===== config.mk =====
export PLATFORM = sky130hd
export DESIGN_NAME = shift_unit_seq
export DESIGN_NICKNAME = d
export VERILOG_FILES = /design/src/rtl/shift_pkg.sv /design/src/rtl/shift_step.sv /design/src/rtl/shift_unit_seq.sv
export SDC_FILE = /design/constraint.sdc
export NUM_CORES = 1
export LEC_CHECK = 0
export CAP_MARGIN = 10
export CELL_PAD_IN_SITES_DETAIL_PLACEMENT = 1
export CELL_PAD_IN_SITES_GLOBAL_PLACEMENT = 1
export CORE_AREA = 4 4 81 90
export CTS_CLUSTER_SIZE = 25
export DETAILED_ROUTE_END_ITERATION = 10
export DIE_AREA = 0 0 85 94
export DONT_BUFFER_PORTS = 1
export GPL_TIMING_DRIVEN = 0
export PLACE_DENSITY_LB_ADDON = 0.1
export SLEW_MARGIN = 10
export SYNTH_ARGS = -nofsm -noshare
export SYNTH_HDL_FRONTEND = slang
export SYNTH_HIERARCHICAL = 1
export SYNTH_SLANG_ARGS = --single-unit

===== constraint.sdc =====
create_clock -name clk -period 1.9 [get_ports clk]
set_input_delay 0.38 -clock clk [delete_from_list [all_inputs] [get_ports clk]]
set_output_delay 0.38 -clock clk [all_outputs]
set_load 0.01 [all_outputs]

===== src/rtl/shift_pkg.sv =====
// Shared definitions for the multi-cycle shift unit and the ALU decoder.
// Holds the shift operation encodings, the shift unit state encodings and
// the MIPS funct codes that select a shift.
// No ports; imported with "import shift_pkg::*".
package shift_pkg;

    // Shift operation as seen on the i_op port of shift_unit_seq.
    typedef enum logic [1:0] {
        SH_SLL = 2'b00,
        SH_SRL = 2'b01,
        SH_SRA = 2'b10,
        SH_ROR = 2'b11
    } shift_op_e;

    // Controller states of shift_unit_seq.
    typedef enum logic [1:0] {
        S_IDLE  = 2'b00,
        S_SHIFT = 2'b01,
        S_DONE  = 2'b10
    } shift_state_e;

    // R-type funct codes that aludec routes to the shift unit.
    localparam logic [5:0] FN_SLL  = 6'b000000;
    localparam logic [5:0] FN_SRL  = 6'b000010;
    localparam logic [5:0] FN_SRA  = 6'b000011;
    localparam logic [5:0] FN_SLLV = 6'b000100;
    localparam logic [5:0] FN_SRLV = 6'b000110;
    localparam logic [5:0] FN_SRAV = 6'b000111;

    // Result of decoding a funct field: whether it is a shift at all,
    // whether the amount comes from rs (variable form) or from shamt,
    // and which shift operation to request.
    typedef struct packed {
        logic      valid;
        logic      variable;
        shift_op_e op;
    } shift_decode_t;

    // Maps a funct code to the shift request the controller should issue.
    function automatic shift_decode_t decodeFunct(input logic [5:0] funct);
        shift_decode_t d;
        d.valid    = 1'b1;
        d.variable = 1'b0;
        d.op       = SH_SLL;
        case (funct)
            FN_SLL:  d.op = SH_SLL;
            FN_SRL:  d.op = SH_SRL;
            FN_SRA:  d.op = SH_SRA;
            FN_SLLV: begin d.op = SH_SLL; d.variable = 1'b1; end
            FN_SRLV: begin d.op = SH_SRL; d.variable = 1'b1; end
            FN_SRAV: begin d.op = SH_SRA; d.variable = 1'b1; end
            default: d.valid = 1'b0;
        endcase
        return d;
    endfunction

endpackage


===== src/rtl/shift_step.sv =====
// One step of the sequential shifter: shifts a value by k positions,
// where 0 <= k <= STEP, in a purely combinational way.
// Ports:
//   i_value  value to shift
//   i_op     shift operation (SLL/SRL/SRA/ROR)
//   i_k      number of positions for this step
//   i_fill   fill bit used by SRA (the operand sign captured at accept)
//   o_value  shifted value
module shift_step
    import shift_pkg::*;
#(
    parameter int WIDTH = 32,
    parameter int STEP  = 1,
    parameter int KW    = $clog2(STEP + 1)
) (
    input  logic [WIDTH-1:0] i_value,
    input  shift_op_e        i_op,
    input  logic [KW-1:0]    i_k,
    input  logic             i_fill,
    output logic [WIDTH-1:0] o_value
);

    localparam int RW = $clog2(WIDTH + 1);

    // Left-shift amount for the wrap-around half of a rotate. For k=0 this
    // equals WIDTH, which shifts everything out and leaves the value intact.
    logic [RW-1:0] w_lAmt;
    assign w_lAmt = RW'(WIDTH) - RW'(i_k);

    // SRA with a one fill is done by inverting, zero-filling and inverting
    // back, so the fill comes from the saved sign rather than the current MSB.
    always_comb begin
        o_value = i_value;
        case (i_op)
            SH_SLL:  o_value = i_value << i_k;
            SH_SRL:  o_value = i_value >> i_k;
            SH_SRA:  o_value = i_fill ? ~((~i_value) >> i_k) : (i_value >> i_k);
            SH_ROR:  o_value = (i_value >> i_k) | (i_value << w_lAmt);
            default: o_value = i_value;
        endcase
    end

endmodule


===== src/rtl/shift_unit_seq.sv =====
// Multi-cycle shift unit for the MIPS datapath. Shifts a WIDTH-bit operand
// by up to STEP positions per cycle under a start/busy/done handshake.
// Ports:
//   clk        clock
//   reset      asynchronous active-high reset, aborts any operation
//   i_start    request, accepted in IDLE or DONE
//   i_op       00 SLL, 01 SRL, 10 SRA, 11 ROR
//   i_data_in  operand
//   i_shamt    shift amount
//   o_busy     high while shifting
//   o_done     one-cycle pulse, o_result valid
//   o_result   shift register contents, held until the next accept
module shift_unit_seq
    import shift_pkg::*;
#(
    parameter int WIDTH = 32,
    parameter int STEP  = 1,
    parameter int SHW   = $clog2(WIDTH)
) (
    input  logic             clk,
    input  logic             reset,
    input  logic             i_start,
    input  logic [1:0]       i_op,
    input  logic [WIDTH-1:0] i_data_in,
    input  logic [SHW-1:0]   i_shamt,
    output logic             o_busy,
    output logic             o_done,
    output logic [WIDTH-1:0] o_result
);

    localparam int KW = $clog2(STEP + 1);

    shift_state_e     r_state;
    shift_state_e     w_nextState;
    logic [WIDTH-1:0] r_sreg;
    logic [SHW-1:0]   r_cnt;
    shift_op_e        r_opr;
    logic             r_fill;

    logic             w_accept;
    logic [KW-1:0]    w_k;
    logic [SHW-1:0]   w_cntNext;
    logic [WIDTH-1:0] w_stepped;

    // A new request is taken in IDLE and also in DONE, which gives
    // back-to-back operation without an idle bubble.
    assign w_accept = i_start && ((r_state == S_IDLE) || (r_state == S_DONE));

    // Positions shifted this cycle: the remaining count, capped at STEP.
    assign w_k       = (32'(r_cnt) < STEP) ? KW'(r_cnt) : KW'(STEP);
    assign w_cntNext = r_cnt - SHW'(w_k);

    shift_step #(
        .WIDTH (WIDTH),
        .STEP  (STEP)
    ) u_step (
        .i_value (r_sreg),
        .i_op    (r_opr),
        .i_k     (w_k),
        .i_fill  (r_fill),
        .o_value (w_stepped)
    );

    // State register; reset aborts immediately without a done pulse.
    always_ff @(posedge clk or posedge reset) begin
        if (reset) begin
            r_state <= S_IDLE;
        end else begin
            r_state <= w_nextState;
        end
    end

    // Next-state logic. A zero shift amount goes straight to DONE.
    always_comb begin
        w_nextState = r_state;
        case (r_state)
            S_IDLE, S_DONE: begin
                if (i_start) begin
                    w_nextState = (i_shamt == '0) ? S_DONE : S_SHIFT;
                end else begin
                    w_nextState = S_IDLE;
                end
            end
            S_SHIFT: begin
                if (w_cntNext == '0) begin
                    w_nextState = S_DONE;
                end
            end
            default: w_nextState = S_IDLE;
        endcase
    end

    // Operand, count and operation registers. The operand sign is latched
    // at accept so SRA keeps filling with it across every step.
    always_ff @(posedge clk or posedge reset) begin
        if (reset) begin
            r_sreg <= '0;
            r_cnt  <= '0;
            r_opr  <= SH_SLL;
            r_fill <= 1'b0;
        end else if (w_accept) begin
            r_sreg <= i_data_in;
            r_cnt  <= i_shamt;
            r_opr  <= shift_op_e'(i_op);
            r_fill <= i_data_in[WIDTH-1];
        end else if (r_state == S_SHIFT) begin
            r_sreg <= w_stepped;
            r_cnt  <= w_cntNext;
        end
    end

    assign o_busy   = (r_state == S_SHIFT);
    assign o_done   = (r_state == S_DONE);
    assign o_result = r_sreg;

endmodule


Yosys cells after proc, flatten, opt, wreduce, memory -nomap -nowiden:

Cells that the tools add are included.

* equality and inequality tests: 6
* reductions and logical operators: 8
* muxes and demuxes: 11
* add/sub/neg operators: 2
* shift operators: 4
* bitwise gates (word level): 3
* order comparisons: 1

Operators by type and width (count)
* 32-bit one-hot mux with 4 select lines: 1
* 32-bit two-way mux: 3
* 32-bit inverter: 2
* 32-bit by 1-bit >> shifter with 32-bit output: 2
* 32-bit bitwise OR: 1
* 32-bit by 1-bit << shifter with 32-bit output: 1
* 32-bit by 6-bit << shifter with 32-bit output: 1
* 5-bit zero test: 2
* 5-bit two-way mux: 2
* 2-bit == test (second input constant): 3
* 2-bit two-way mux: 3
* 6-bit by 1-bit subtractor with 6-bit output (first input constant): 1
* 5-bit by 1-bit < comparator with 1-bit output (second input constant): 1
* 5-bit by 1-bit subtractor with 5-bit output: 1
* 2-bit by 1-bit == test with 1-bit output (second input constant): 2
* 2-bit zero test: 2
* 2-bit one-hot mux with 2 select lines: 1
* 2-bit by 1-bit inequality test with 1-bit output (second input constant): 1
* 2-bit nonzero test: 1
* 2-bit OR reduction: 1
* 1-bit logical AND: 1
* 1-bit logical OR: 1
* 1-bit two-way mux: 1

* word-level logic and storage cells: 40
* register bits after elaboration: 42
* input port bits: 42

Longest topological paths before layout:

Gate-level depths: netlist of the first run.

* depth in word-level cells: 8
* depth in mapped cells: 8
* mapped depth without buffers: 7

By module:

Netlist of the first run, hierarchy kept.

By module, submodules not included
* shift_unit_seq: instances 1, area each 1935.6 um2, cells each 202, seq. area each 1051.0 um2
* shift_step: instances 1, area each 691.9 um2, cells each 108, seq. area each 0.0 um2

Worst setup path after synthesis of the first run:

No wires, ideal clock.

* path kind: reg-to-reg
* start point: register r_cnt[2]
* end point: register r_state[0]
* period minus slack after synthesis: 1.801 ns
* setup slack: 0.099 ns
* setup time: 0.137 ns
* arrival time: 1.664 ns
* stages on the path, launching flop included: 7
* cells stage by stage: dfrtp_1 -> nor4_1 -> nor2_1 -> ha_1 -> xor2_1 -> a2111oi_2 -> o21ai_0

* longest elaborated chain between the ends: 5

Ends and longest elaborated chain
* start: declaration: line shift_unit_seq.sv:36 `logic [SHW-1:0] r_cnt;`
* start signal: assignment: line shift_unit_seq.sv:103 `r_cnt <= i_shamt;`
* start signal: assignment: line shift_unit_seq.sv:108 `r_cnt <= w_cntNext;`
* 5-bit by 1-bit < comparator with 1-bit output: line shift_unit_seq.sv:50 `assign w_k = (32'(r_cnt) < STEP) ? KW'(r_cnt) : KW'(STEP);`
* 1-bit two-way mux: line shift_unit_seq.sv:50
* 5-bit by 1-bit subtractor with 5-bit output (*): line shift_unit_seq.sv:51 `assign w_cntNext = r_cnt - SHW'(w_k);`
* 5-bit zero test (*): line shift_unit_seq.sv:85 `if (w_cntNext == '0) begin`
* 2-bit by 1-bit inequality test with 1-bit output (no source line) (*)
* end signal: assignment: line shift_unit_seq.sv:69 `r_state <= w_nextState;`
* end: declaration: line shift_unit_seq.sv:33 `shift_state_e r_state;`

Mark *: on every way between the ends. The rest lies on a longest branch, timed or not.
A chain may end at the register's enable or synchronous reset.

Final worst setup path of the first run:

* start point: register r_cnt[1]
* end point: register r_state[0]

Same word-level chain as after synthesis.

==> flow_results.xml, run 1 <==
<?xml version="1.0" encoding="UTF-8"?>
<metrics>
  <group name="cts">
    <metric name="cts_tree" unit="">yes</metric>
    <metric name="cts-htree-levels" unit="">2</metric>
    <metric name="cts_made_buffers" unit="">5</metric>
    <metric name="clock_sinks" unit="">42</metric>
    <metric name="worstSkewPairLatency" unit="ns">0.30</metric>
    <metric name="clk_path_buf_depth" unit="">2</metric>
    <metric name="cts.clk_slew.worst_paths" unit="ns">0.08</metric>
    <metric name="cts-root-buf" unit="">clkbuf_8</metric>
  </group>
  <group name="synthesis">
    <metric name="synth.avg_cell_area" unit="sq um">8.48</metric>
    <metric name="async_sr_flop_fraction" unit="%">100</metric>
    <metric name="syn_inst" unit="">310</metric>
    <metric name="synth_fp_nets" unit="">354</metric>
    <metric name="syn-cell-area" unit="sq um">2630</metric>
    <metric name="synth.yosys.seq_area_share" unit="%">40.0</metric>
    <metric name="synth_most_common_cell" unit="">nor2_1</metric>
    <metric name="count_of_different_cell_masters_after_synthesis" unit="">35</metric>
    <metric name="synth_largest_type_area_fraction" unit="%">40.0</metric>
    <metric name="synth-warning-count" unit="">6</metric>
    <metric name="post_synth_edffs" unit="">0</metric>
    <metric name="ys_ff_latch" unit="">42</metric>
    <metric name="synth-main-ff-cell" unit="">dfrtp_1</metric>
    <metric name="synth_commonest_cells" unit="">nor2_1, dfrtp_1, mux2i_1, nand2_1, a21oi_1</metric>
    <metric name="synth.area.top_cells" unit="">dfrtp_1, mux2i_1, nor2_1, a21oi_1, a22oi_1</metric>
    <metric name="netlist.top_cell.by_area" unit="">dfrtp_1</metric>
  </group>
  <group name="setup_path">
    <metric name="arrival" unit="ns">1.98</metric>
    <metric name="startpoint" unit="">r_cnt[1]</metric>
    <metric name="cp_num_buf_inv" unit="">0</metric>
    <metric name="worstSetupEndpointType" unit="">register</metric>
    <metric name="r2r_slack" unit="ns">0.08</metric>
    <metric name="worst-setup-path-type" unit="">register to register</metric>
    <metric name="critPathMaxStageDelay" unit="ns">0.46</metric>
    <metric name="endpoint_of_the_most_critical_setup_path" unit="">r_state[0]</metric>
    <metric name="crit-reg2reg-launch" unit="">r_cnt[1]</metric>
    <metric name="path_cells" unit="">nor4_4 -&gt; nor2_2 -&gt; ha_2 -&gt; xor2_2 -&gt; a2111oi_4 -&gt; o21ai_1</metric>
    <metric name="critical_path.startpoint_type" unit="">register</metric>
    <metric name="number_of_cells_on_the_worst_reg_to_reg_path" unit="">6</metric>
    <metric name="crit_required" unit="ns">2.06</metric>
    <metric name="family_with_the_most_delay_on_the_worst_path" unit="">flip-flops</metric>
    <metric name="path_max_fanout" unit="">5</metric>
    <metric name="timing.critical_path.slowest_stage_cell" unit="">dfrtp_2</metric>
    <metric name="worstSetupPathDepth" unit="">6</metric>
    <metric name="worst_r2r_end" unit="">r_state[0]</metric>
  </group>
  <group name="detailed_routing">
    <metric name="route.vias.total" unit="">2422</metric>
    <metric name="detail-route-antenna-nets" unit="">0</metric>
    <metric name="post_drt_via_cell_ratio" unit="">5.92</metric>
    <metric name="number_of_drc_markers_in_iteration_0" unit="">137</metric>
    <metric name="route.detailed.drc" unit="">0</metric>
    <metric name="drt_first_pass_iters" unit="">4</metric>
    <metric name="avg_wl_per_cell" unit="microns">21.5</metric>
    <metric name="route.final.wire_length" unit="microns">8810</metric>
  </group>
  <group name="sta">
    <metric name="maxSlewHeadroom" unit="%">61.6</metric>
    <metric name="post-route-period-util" unit="%">95.8</metric>
    <metric name="finalSetupViolations" unit="">0</metric>
    <metric name="grt_setup_unrepaired" unit="">yes</metric>
    <metric name="final_max_slew_viol_count" unit="">0</metric>
    <metric name="tightest_slew" unit="ns">0.577</metric>
    <metric name="worst_clock_skew" unit="ns">0.00874</metric>
    <metric name="min_tclk_post_route" unit="ns">1.82</metric>
    <metric name="maxClockFrequency" unit="MHz">549</metric>
    <metric name="finalHoldViolations" unit="">0</metric>
  </group>
  <group name="floorplanning">
    <metric name="die_area" unit="sq um">7990</metric>
    <metric name="start_util" unit="%">40.6</metric>
    <metric name="dieHeight" unit="microns">94</metric>
    <metric name="num_io_pins" unit="">76</metric>
    <metric name="die_w" unit="microns">85</metric>
    <metric name="floorplan.rows" unit="">31</metric>
    <metric name="core_region_area" unit="sq um">6480</metric>
  </group>
  <group name="cells_and_area">
    <metric name="fin_util" unit="%">46.1</metric>
    <metric name="area_overhead_of_the_layout_relative_to_synthesis" unit="%">13.8</metric>
    <metric name="insertedDiodeCount" unit="">0</metric>
    <metric name="finalNetCount" unit="">370</metric>
    <metric name="ratio_of_cells_with_drive_above_1_in_the_final_layout" unit="%">14.4</metric>
  </group>
  <group name="global_route">
    <metric name="grt_start_max_net_pins" unit="">26</metric>
    <metric name="grtUsageTotal" unit="%">22.1</metric>
    <metric name="globalRouteOverflowTotal" unit="">0</metric>
    <metric name="grt_pass1_wl" unit="microns">14000</metric>
    <metric name="antenna_found_initial" unit="">0</metric>
    <metric name="number_of_global_route_vias_before_repair" unit="">2598</metric>
  </group>
  <group name="pwr">
    <metric name="pwr_density_cell" unit="nW/um^2">2210</metric>
    <metric name="p_leak" unit="nW">1.30</metric>
    <metric name="ir_drop_worst_case_vdd" unit="mV">0.804</metric>
    <metric name="finalPower" unit="mW">6.62</metric>
  </group>
  <group name="placed_design">
    <metric name="io_buffers" unit="">0</metric>
    <metric name="place.detailed.hpwl" unit="microns">6060</metric>
    <metric name="finalWeightedCongestion" unit="">0.810</metric>
  </group>
  <group name="run_status">
    <metric name="result_of_the_run" unit="">finished, final reports clean</metric>
  </group>
  <group name="hold_path">
    <metric name="holdCritPathClass" unit="">primary input to register</metric>
  </group>
  <group name="run">
    <metric name="cap_viol_max_count" unit="">0</metric>
  </group>
</metrics>
-- metrics by stage --
step / TNS [ns] / area, sq um / std cells / worst slack (ns) / hold slack (ns)
finish: 0 / 2990 / 409 / 0.0795 / 0.184
global route: -0.0556 / 2990 / 409 / -0.0264 / 0.178
floorplan: 0 / 2630 / 310 / 0.0989 / 0.446
detailed placement: -1.45 / 2750 / 393 / -0.134 / 0.294
global placement: -3.26 / 2730 / 392 / -0.145 / 0.465
CTS: 0 / 2890 / 402 / 0.0183 / 0.182
-- power breakdown --
group,switching (mW),internal (mW)
combinational,1.97,1.68
clock,0.330,0.368
sequential,0.894,1.38
-- sequential cells by signal (all words and copies together), names as in the netlist --
| signal | count |
|---|---|
| o_result | 32 |
| r_state | 2 |
| r_cnt | 5 |
| r_opr | 2 |
| r_fill | 1 |
-- placed cells by master, fill, tap and decap left out, types with 3 or more instances in the layout --
| master | instances |
|---|---|
| nor2_1 | 46 |
| dfrtp_1 | 38 |
| mux2i_1 | 33 |
| nand2_1 | 31 |
| a21oi_1 | 30 |
| nand3_1 | 20 |
| a22oi_1 | 19 |
| nor3_1 | 14 |
| o22ai_1 | 13 |
| buf_4 | 11 |
| clkbuf_1 | 10 |
| clkbuf_8 | 8 |
| inv_1 | 5 |
| buf_2 | 4 |
| clkbuf_2 | 4 |
| dfrtp_2 | 4 |
| a221o_1 | 3 |
| buf_8 | 3 |
-- routing by layer --
metal	up-vias	track usage (%)	routed length, microns
met2	62	38.4	4390
met4	0	3.96	60
met1	1206	27.9	3830
li1	1149	-	-
met3	5	5.61	535
met5	-	0	0
-- how the worst min path moves through the flow --
stage,from,end,slack (ns),cells after the start
3_3_place_gp,r_fill,r_fill,0.46,2
5_1_grt,i_op[1],r_opr[1],0.18,2
6_report,i_op[1],r_opr[1],0.18,2
3_5_place_dp,reset,r_fill,0.29,1
2_1_floorplan,r_fill,r_fill,0.45,2
4_1_cts,i_op[1],r_opr[1],0.18,2
-- cell families after synthesis --
family | synth area share, %
AND/OR/NAND/NOR | 20.7
AO/OA/AOI/OAI | 18.5
flip-flops | 40.0
multiplexers | 13.0
buffers and inverters | 6.57
adder cells (fa/ha/maj) | 0.952
XOR/XNOR | 0.333
-- layout make-up --
type	count	area (sq um)
plain buffers	26	156
clock buffers	8	110
inverters	7	26.3
well taps	82	103
fillers	777	3490
flip-flops and latches	42	1060
repair buffers	9	82.6
multi-input cells	235	1460
-- timing repair --
action                                 CTS  global route
resized for setup                        5            22
setup endpoints to repair               23            33
endpoints found under the hold margin   17             0
pin swaps                                2             5
hold buffers                             1             0
cloned                                   0             0
setup buffers                            0             7
(Power assumes the default switching activity.)
==> inputs of run 2 (changes only) <==
--- a/config.mk
+++ b/config.mk
@@ -8,11 +8,10 @@
 export CAP_MARGIN = 10
 export CELL_PAD_IN_SITES_DETAIL_PLACEMENT = 1
 export CELL_PAD_IN_SITES_GLOBAL_PLACEMENT = 1
-export CORE_AREA = 4 4 81 90
+export CORE_AREA = 4 4 92 103
 export CTS_CLUSTER_SIZE = 25
 export DETAILED_ROUTE_END_ITERATION = 10
-export DIE_AREA = 0 0 85 94
-export DONT_BUFFER_PORTS = 1
+export DIE_AREA = 0 0 96 107
 export GPL_TIMING_DRIVEN = 0
 export PLACE_DENSITY_LB_ADDON = 0.1
 export SLEW_MARGIN = 10
==> flow_results.xml, run 2 (synthesis results as in run 1) <==
<?xml version="1.0" encoding="UTF-8"?>
<metrics>
  <group name="run_status">
    <metric name="result_of_the_run" unit="">finished, final reports clean</metric>
  </group>
  <group name="run">
    <metric name="cap_viol_max_count" unit="">0</metric>
  </group>
  <group name="cts">
    <metric name="cts-root-buf" unit="">clkbuf_8</metric>
    <metric name="cts.clk_slew.worst_paths" unit="ns">0.08</metric>
    <metric name="cts_tree" unit="">yes</metric>
    <metric name="clk_path_buf_depth" unit="">2</metric>
    <metric name="worstSkewPairLatency" unit="ns">0.30</metric>
    <metric name="cts-htree-levels" unit="">2</metric>
    <metric name="cts_made_buffers" unit="">5</metric>
    <metric name="clock_sinks" unit="">42</metric>
  </group>
  <group name="pwr">
    <metric name="switching_part_of_the_total_power" unit="%">45.8</metric>
    <metric name="p_int" unit="mW">3.93</metric>
    <metric name="clkPwrFrac" unit="%">8.0</metric>
    <metric name="power.net_switching" unit="mW">3.32</metric>
    <metric name="p_leak" unit="nW">1.56</metric>
    <metric name="ir_drop_worst_case_vdd" unit="mV">0.752</metric>
    <metric name="sequentialPowerShare" unit="%">28.5</metric>
    <metric name="pwr_density_cell" unit="nW/um^2">1950</metric>
    <metric name="gate_power_share" unit="%">63.5</metric>
  </group>
  <group name="global_route">
    <metric name="grt_start_max_net_pins" unit="">23</metric>
    <metric name="grtUsageTotal" unit="%">19.8</metric>
    <metric name="number_of_global_route_vias_before_repair" unit="">2854</metric>
    <metric name="antenna_found_initial" unit="">0</metric>
    <metric name="grt_pass1_wl" unit="microns">15700</metric>
    <metric name="globalRouteOverflowTotal" unit="">0</metric>
  </group>
  <group name="setup_path">
    <metric name="path_max_fanout" unit="">4</metric>
    <metric name="arrival" unit="ns">1.98</metric>
    <metric name="worst-setup-path-type" unit="">register to register</metric>
    <metric name="number_of_cells_on_the_worst_reg_to_reg_path" unit="">6</metric>
    <metric name="crit_required" unit="ns">2.06</metric>
    <metric name="worst_r2r_end" unit="">r_state[0]</metric>
    <metric name="worstSetupEndpointType" unit="">register</metric>
    <metric name="crit-reg2reg-launch" unit="">r_cnt[4]</metric>
    <metric name="critical_path.startpoint_type" unit="">register</metric>
    <metric name="r2r_slack" unit="ns">0.08</metric>
  </group>
  <group name="placed_design">
    <metric name="place_area" unit="sq um">3540</metric>
    <metric name="io_buffers" unit="">75</metric>
    <metric name="finalWeightedCongestion" unit="">0.744</metric>
    <metric name="place.detailed.hpwl" unit="microns">6710</metric>
    <metric name="placement.setup.worst_slack" unit="ns">-0.245</metric>
  </group>
  <group name="sta">
    <metric name="finalHoldViolations" unit="">0</metric>
    <metric name="maxClockFrequency" unit="MHz">549</metric>
    <metric name="finalWorstSetupSlack" unit="ns">0.0781</metric>
    <metric name="min_tclk_post_route" unit="ns">1.82</metric>
    <metric name="final_max_slew_viol_count" unit="">0</metric>
    <metric name="setup_total_negative_slack" unit="ns">0</metric>
    <metric name="post-route-period-util" unit="%">95.9</metric>
    <metric name="maxSlewHeadroom" unit="%">60.9</metric>
    <metric name="worst_clock_skew" unit="ns">0.00814</metric>
    <metric name="tightest_slew" unit="ns">0.587</metric>
    <metric name="fin_worst_hold_slack" unit="ns">0.448</metric>
    <metric name="finalSetupViolations" unit="">0</metric>
  </group>
  <group name="floorplanning">
    <metric name="start_util" unit="%">31.4</metric>
    <metric name="num_io_pins" unit="">76</metric>
    <metric name="floorplan.rows" unit="">35</metric>
    <metric name="die_w" unit="microns">96</metric>
    <metric name="die_area" unit="sq um">10300</metric>
    <metric name="core_region_area" unit="sq um">8360</metric>
    <metric name="dieHeight" unit="microns">107</metric>
  </group>
  <group name="cells_and_area">
    <metric name="layout.filler_cells" unit="">997</metric>
    <metric name="largest_register_ff_count" unit="">32</metric>
    <metric name="fin_area" unit="sq um">3710</metric>
    <metric name="area_overhead_of_the_layout_relative_to_synthesis" unit="%">41.1</metric>
    <metric name="ratio_of_cells_with_drive_above_1_in_the_final_layout" unit="%">10.0</metric>
    <metric name="insertedDiodeCount" unit="">0</metric>
    <metric name="layout.cells.most_common" unit="">clkdlybuf4s50_1</metric>
    <metric name="multiInputGateArea" unit="sq um">1430</metric>
    <metric name="fin_util" unit="%">44.3</metric>
    <metric name="finalNetCount" unit="">443</metric>
    <metric name="mostFrequentLayoutCells" unit="">clkdlybuf4s50_1, nor2_1, dfrtp_1</metric>
    <metric name="sequential_area" unit="sq um">1050</metric>
  </group>
  <group name="detailed_routing">
    <metric name="route.detailed.drc" unit="">0</metric>
    <metric name="avg_wl_per_cell" unit="microns">19.2</metric>
    <metric name="route.final.wire_length" unit="microns">9790</metric>
    <metric name="route.vias.total" unit="">2749</metric>
    <metric name="detail-route-antenna-nets" unit="">0</metric>
    <metric name="drt_first_pass_iters" unit="">4</metric>
    <metric name="post_drt_via_cell_ratio" unit="">5.39</metric>
    <metric name="number_of_drc_markers_in_iteration_0" unit="">81</metric>
  </group>
  <group name="hold_path">
    <metric name="holdCritPathClass" unit="">primary input to async pin</metric>
  </group>
</metrics>
run 2: worst max path at each step:
stage,from,to,slack [ns]
floorplan,r_cnt[2],r_state[0],0.1
global placement,reset,o_result[9],-0.59
finish,r_cnt[4],r_state[0],0.08
global route,r_cnt[2],o_result[26],-0.0001
CTS,r_cnt[3],o_result[29],-0.008
detailed placement,r_state[1],o_busy,-0.25
run 2: repair_timing:
action | 4_1_cts | 5_1_grt
pin swaps | 2 | 0
setup buffers | 2 | 4
setup endpoints to repair | 23 | 33
gates resized for setup | 9 | 15
hold buffers | 0 | 0
run 2: final cells by class:
class                      count  area share (%)
sequential                    42            28.4
clock buffer                   7            2.06
inverter                       7           0.776
buffer                        26            4.39
tap                          111            3.74
timing repair buffer          82            22.0
multi-input combinational    235            38.6
run 2: critical path, cell delays in order, from the launching register on:
cell and delay (ns):
dfrtp_2 0.47, nor4_4 0.33, nor2_1 0.10, ha_2 0.22, xor2_1 0.15, a2111oi_2 0.28, o21ai_0 0.13
run 2: through the flow:
step,power [mW],instances
3_5_place_dp,6.48,497
2_1_floorplan,4.76,310
6_report,7.25,510
5_1_grt,7.88,510
4_1_cts,7.17,506
3_3_place_gp,6.35,496
run 2: routing by layer:
| metal | up-vias | share of wire, % | track usage (%) |
|---|---|---|---|
| li1 | 1286 | - | - |
| met1 | 1392 | 45 | 27.3 |
| met2 | 60 | 50 | 32.6 |
| met3 | 11 | 4.0 | 2.81 |
| met4 | 0 | 1.2 | 4.07 |
| met5 | - | 0 | 0 |
run 2: power by group through the flow:
stage / clock (mW) / sequential [mW] / combinational, mW
5_1_grt: 0.641 / 2.18 / 5.06
3_3_place_gp: 0 / 2.03 / 4.32
6_report: 0.582 / 2.07 / 4.60
2_1_floorplan: 0 / 2.02 / 2.74
4_1_cts: 0.604 / 2.04 / 4.52
3_5_place_dp: 0 / 2.04 / 4.45
==> inputs of run 3 (changes only) <==
--- a/config.mk
+++ b/config.mk
@@ -9,11 +9,13 @@
 export CELL_PAD_IN_SITES_DETAIL_PLACEMENT = 1
 export CELL_PAD_IN_SITES_GLOBAL_PLACEMENT = 1
 export CORE_AREA = 4 4 92 103
+export CTS_CLUSTER_DIAMETER = 150
 export CTS_CLUSTER_SIZE = 25
 export DETAILED_ROUTE_END_ITERATION = 10
 export DIE_AREA = 0 0 96 107
 export GPL_TIMING_DRIVEN = 0
 export PLACE_DENSITY_LB_ADDON = 0.1
+export REMOVE_ABC_BUFFERS = 1
 export SLEW_MARGIN = 10
 export SYNTH_ARGS = -nofsm -noshare
 export SYNTH_HDL_FRONTEND = slang
==> flow_results.xml, run 3 (synthesis results as in run 1) <==
<?xml version="1.0" encoding="UTF-8"?>
<metrics>
  <group name="pwr">
    <metric name="switching_part_of_the_total_power" unit="%">44.7</metric>
    <metric name="gate_power_share" unit="%">64.3</metric>
    <metric name="p_leak" unit="nW">1.59</metric>
    <metric name="finalPower" unit="mW">7.46</metric>
    <metric name="ir_drop_worst_case_vdd" unit="mV">0.917</metric>
    <metric name="p_int" unit="mW">4.12</metric>
    <metric name="pwr_density_cell" unit="nW/um^2">1960</metric>
    <metric name="sequentialPowerShare" unit="%">28.0</metric>
    <metric name="clkPwrFrac" unit="%">7.6</metric>
    <metric name="power.net_switching" unit="mW">3.34</metric>
  </group>
  <group name="global_route">
    <metric name="grtUsageTotal" unit="%">18.0</metric>
    <metric name="grt_start_max_net_pins" unit="">35</metric>
    <metric name="number_of_global_route_vias_before_repair" unit="">2669</metric>
    <metric name="antenna_found_initial" unit="">0</metric>
    <metric name="grt_pass1_wl" unit="microns">14500</metric>
    <metric name="globalRouteOverflowTotal" unit="">0</metric>
  </group>
  <group name="cts">
    <metric name="cts-root-buf" unit="">clkbuf_8</metric>
    <metric name="cts_made_buffers" unit="">5</metric>
    <metric name="cts-htree-levels" unit="">2</metric>
    <metric name="clk_path_buf_depth" unit="">2</metric>
    <metric name="clock_sinks" unit="">42</metric>
    <metric name="worstSkewPairLatency" unit="ns">0.29</metric>
    <metric name="cts.clk_slew.worst_paths" unit="ns">0.08</metric>
    <metric name="cts_tree" unit="">yes</metric>
  </group>
  <group name="detailed_routing">
    <metric name="route.final.wire_length" unit="microns">9150</metric>
    <metric name="number_of_drc_markers_in_iteration_0" unit="">98</metric>
    <metric name="post_drt_via_cell_ratio" unit="">5.32</metric>
    <metric name="route.vias.total" unit="">2623</metric>
    <metric name="drt_first_pass_iters" unit="">4</metric>
    <metric name="avg_wl_per_cell" unit="microns">18.6</metric>
    <metric name="route.detailed.drc" unit="">0</metric>
    <metric name="detail-route-antenna-nets" unit="">0</metric>
  </group>
  <group name="setup_path">
    <metric name="arrival" unit="ns">2.02</metric>
    <metric name="path_max_fanout" unit="">4</metric>
    <metric name="crit_required" unit="ns">2.07</metric>
    <metric name="critical_path.startpoint_type" unit="">register</metric>
    <metric name="worstSetupEndpointType" unit="">register</metric>
    <metric name="worst-setup-path-type" unit="">register to register</metric>
    <metric name="number_of_cells_on_the_worst_reg_to_reg_path" unit="">6</metric>
  </group>
  <group name="floorplanning">
    <metric name="num_io_pins" unit="">76</metric>
    <metric name="core_region_area" unit="sq um">8360</metric>
    <metric name="dieHeight" unit="microns">107</metric>
    <metric name="start_util" unit="%">31.4</metric>
    <metric name="floorplan.rows" unit="">35</metric>
    <metric name="die_w" unit="microns">96</metric>
    <metric name="die_area" unit="sq um">10300</metric>
  </group>
  <group name="placed_design">
    <metric name="finalWeightedCongestion" unit="">0.728</metric>
    <metric name="io_buffers" unit="">75</metric>
    <metric name="place.detailed.hpwl" unit="microns">5470</metric>
    <metric name="place_area" unit="sq um">3510</metric>
    <metric name="placedCellCount" unit="">475</metric>
  </group>
  <group name="sta">
    <metric name="min_tclk_post_route" unit="ns">1.85</metric>
    <metric name="finalSetupViolations" unit="">0</metric>
    <metric name="maxClockFrequency" unit="MHz">540</metric>
    <metric name="worst_clock_skew" unit="ns">0.00467</metric>
    <metric name="maxSlewHeadroom" unit="%">57.4</metric>
    <metric name="tightest_slew" unit="ns">0.638</metric>
    <metric name="post-route-period-util" unit="%">97.5</metric>
    <metric name="finalHoldViolations" unit="">0</metric>
    <metric name="grt_setup_unrepaired" unit="">yes</metric>
    <metric name="final_max_slew_viol_count" unit="">0</metric>
  </group>
  <group name="cells_and_area">
    <metric name="final-instance-count-excl-fill" unit="">493</metric>
    <metric name="ratio_of_cells_with_drive_above_1_in_the_final_layout" unit="%">11.3</metric>
    <metric name="area_overhead_of_the_layout_relative_to_synthesis" unit="%">44.5</metric>
    <metric name="insertedDiodeCount" unit="">0</metric>
    <metric name="finalNetCount" unit="">426</metric>
    <metric name="largest_register_ff_count" unit="">32</metric>
    <metric name="mostFrequentLayoutCells" unit="">clkdlybuf4s50_1, nor2_1, dfrtp_1</metric>
    <metric name="fin_area" unit="sq um">3800</metric>
    <metric name="layout.cells.most_common" unit="">clkdlybuf4s50_1</metric>
  </group>
  <group name="run_status">
    <metric name="result_of_the_run" unit="">finished, final reports clean</metric>
  </group>
  <group name="hold_path">
    <metric name="holdCritPathClass" unit="">primary input to async pin</metric>
  </group>
  <group name="run">
    <metric name="cap_viol_max_count" unit="">0</metric>
  </group>
</metrics>
[run 3: metrics by stage]
stage	TNS, ns	setup WS (ns)	hold WS (ns)	util, %
final	0	0.0466	0.392	45.4
after global routing	-0.204	-0.113	0.421	45.4
after CTS	0	0.00984	0.397	44.1
after detailed placement	-8.76	-0.670	0.464	41.9
after global placement	-105.87	-2.26	0.468	40.3
after floorplan	-13.31	-0.548	0.446	-
[run 3: layout make-up]
| type | instances | area, sq um |
|---|---|---|
| fillers | 977 | 4570 |
| multi-input cells | 237 | 1490 |
| flip-flops and latches | 42 | 1060 |
| repair buffers | 88 | 982 |
| well taps | 111 | 139 |
| clock buffers | 7 | 76.3 |
| inverters | 7 | 42.5 |
| repair inverters | 1 | 8.76 |
[run 3: worst paths after layout]
check / startpoint / to / slack, ns
setup / recovery: r_cnt[1] / r_state[0] / 0.05
hold / removal: reset / o_result[16] / 0.39
setup reg to reg: r_cnt[1] / r_state[0] / 0.05
hold reg to reg: r_fill / r_fill / 0.48
max in group asynchronous: reset / r_cnt[4] / 1.00
min in group clk: r_fill / r_fill / 0.48
[run 3: timing repair]
item	CTS	global route
setup endpoints to repair	38	31
pin swaps	3	5
gates cloned	3	1
resized for setup	13	11
hold endpoints to repair	0	0
buffers inserted	2	5
hold buffers	0	0
[run 3: power by group through the flow]
stage / sequential [mW] / clock (mW) / combinational, mW
2_1_floorplan: 2.01 / 0 / 2.51
3_3_place_gp: 2.02 / 0 / 4.02
3_5_place_dp: 2.05 / 0 / 4.28
4_1_cts: 2.08 / 0.589 / 4.58
5_1_grt: 2.20 / 0.624 / 5.30
6_report: 2.09 / 0.569 / 4.80
[run 3: per-layer routing]
layer	track usage, %	share of wire (%)	vias up	wire length, microns
met5	0	0	-	0
met4	3.15	0.74	0	68
met3	3.23	4.8	5	438
met2	29.7	49	55	4500
met1	24.5	45	1304	4150
li1	-	-	1259	-
[run 3: critical path: stages, from the launching register on]
cell and delay (ns):
dfrtp_2 0.45, nor4_4 0.31, nor2_2 0.10, ha_4 0.19
xor2_1 0.15, a2111oi_2 0.42, o21ai_1 0.11
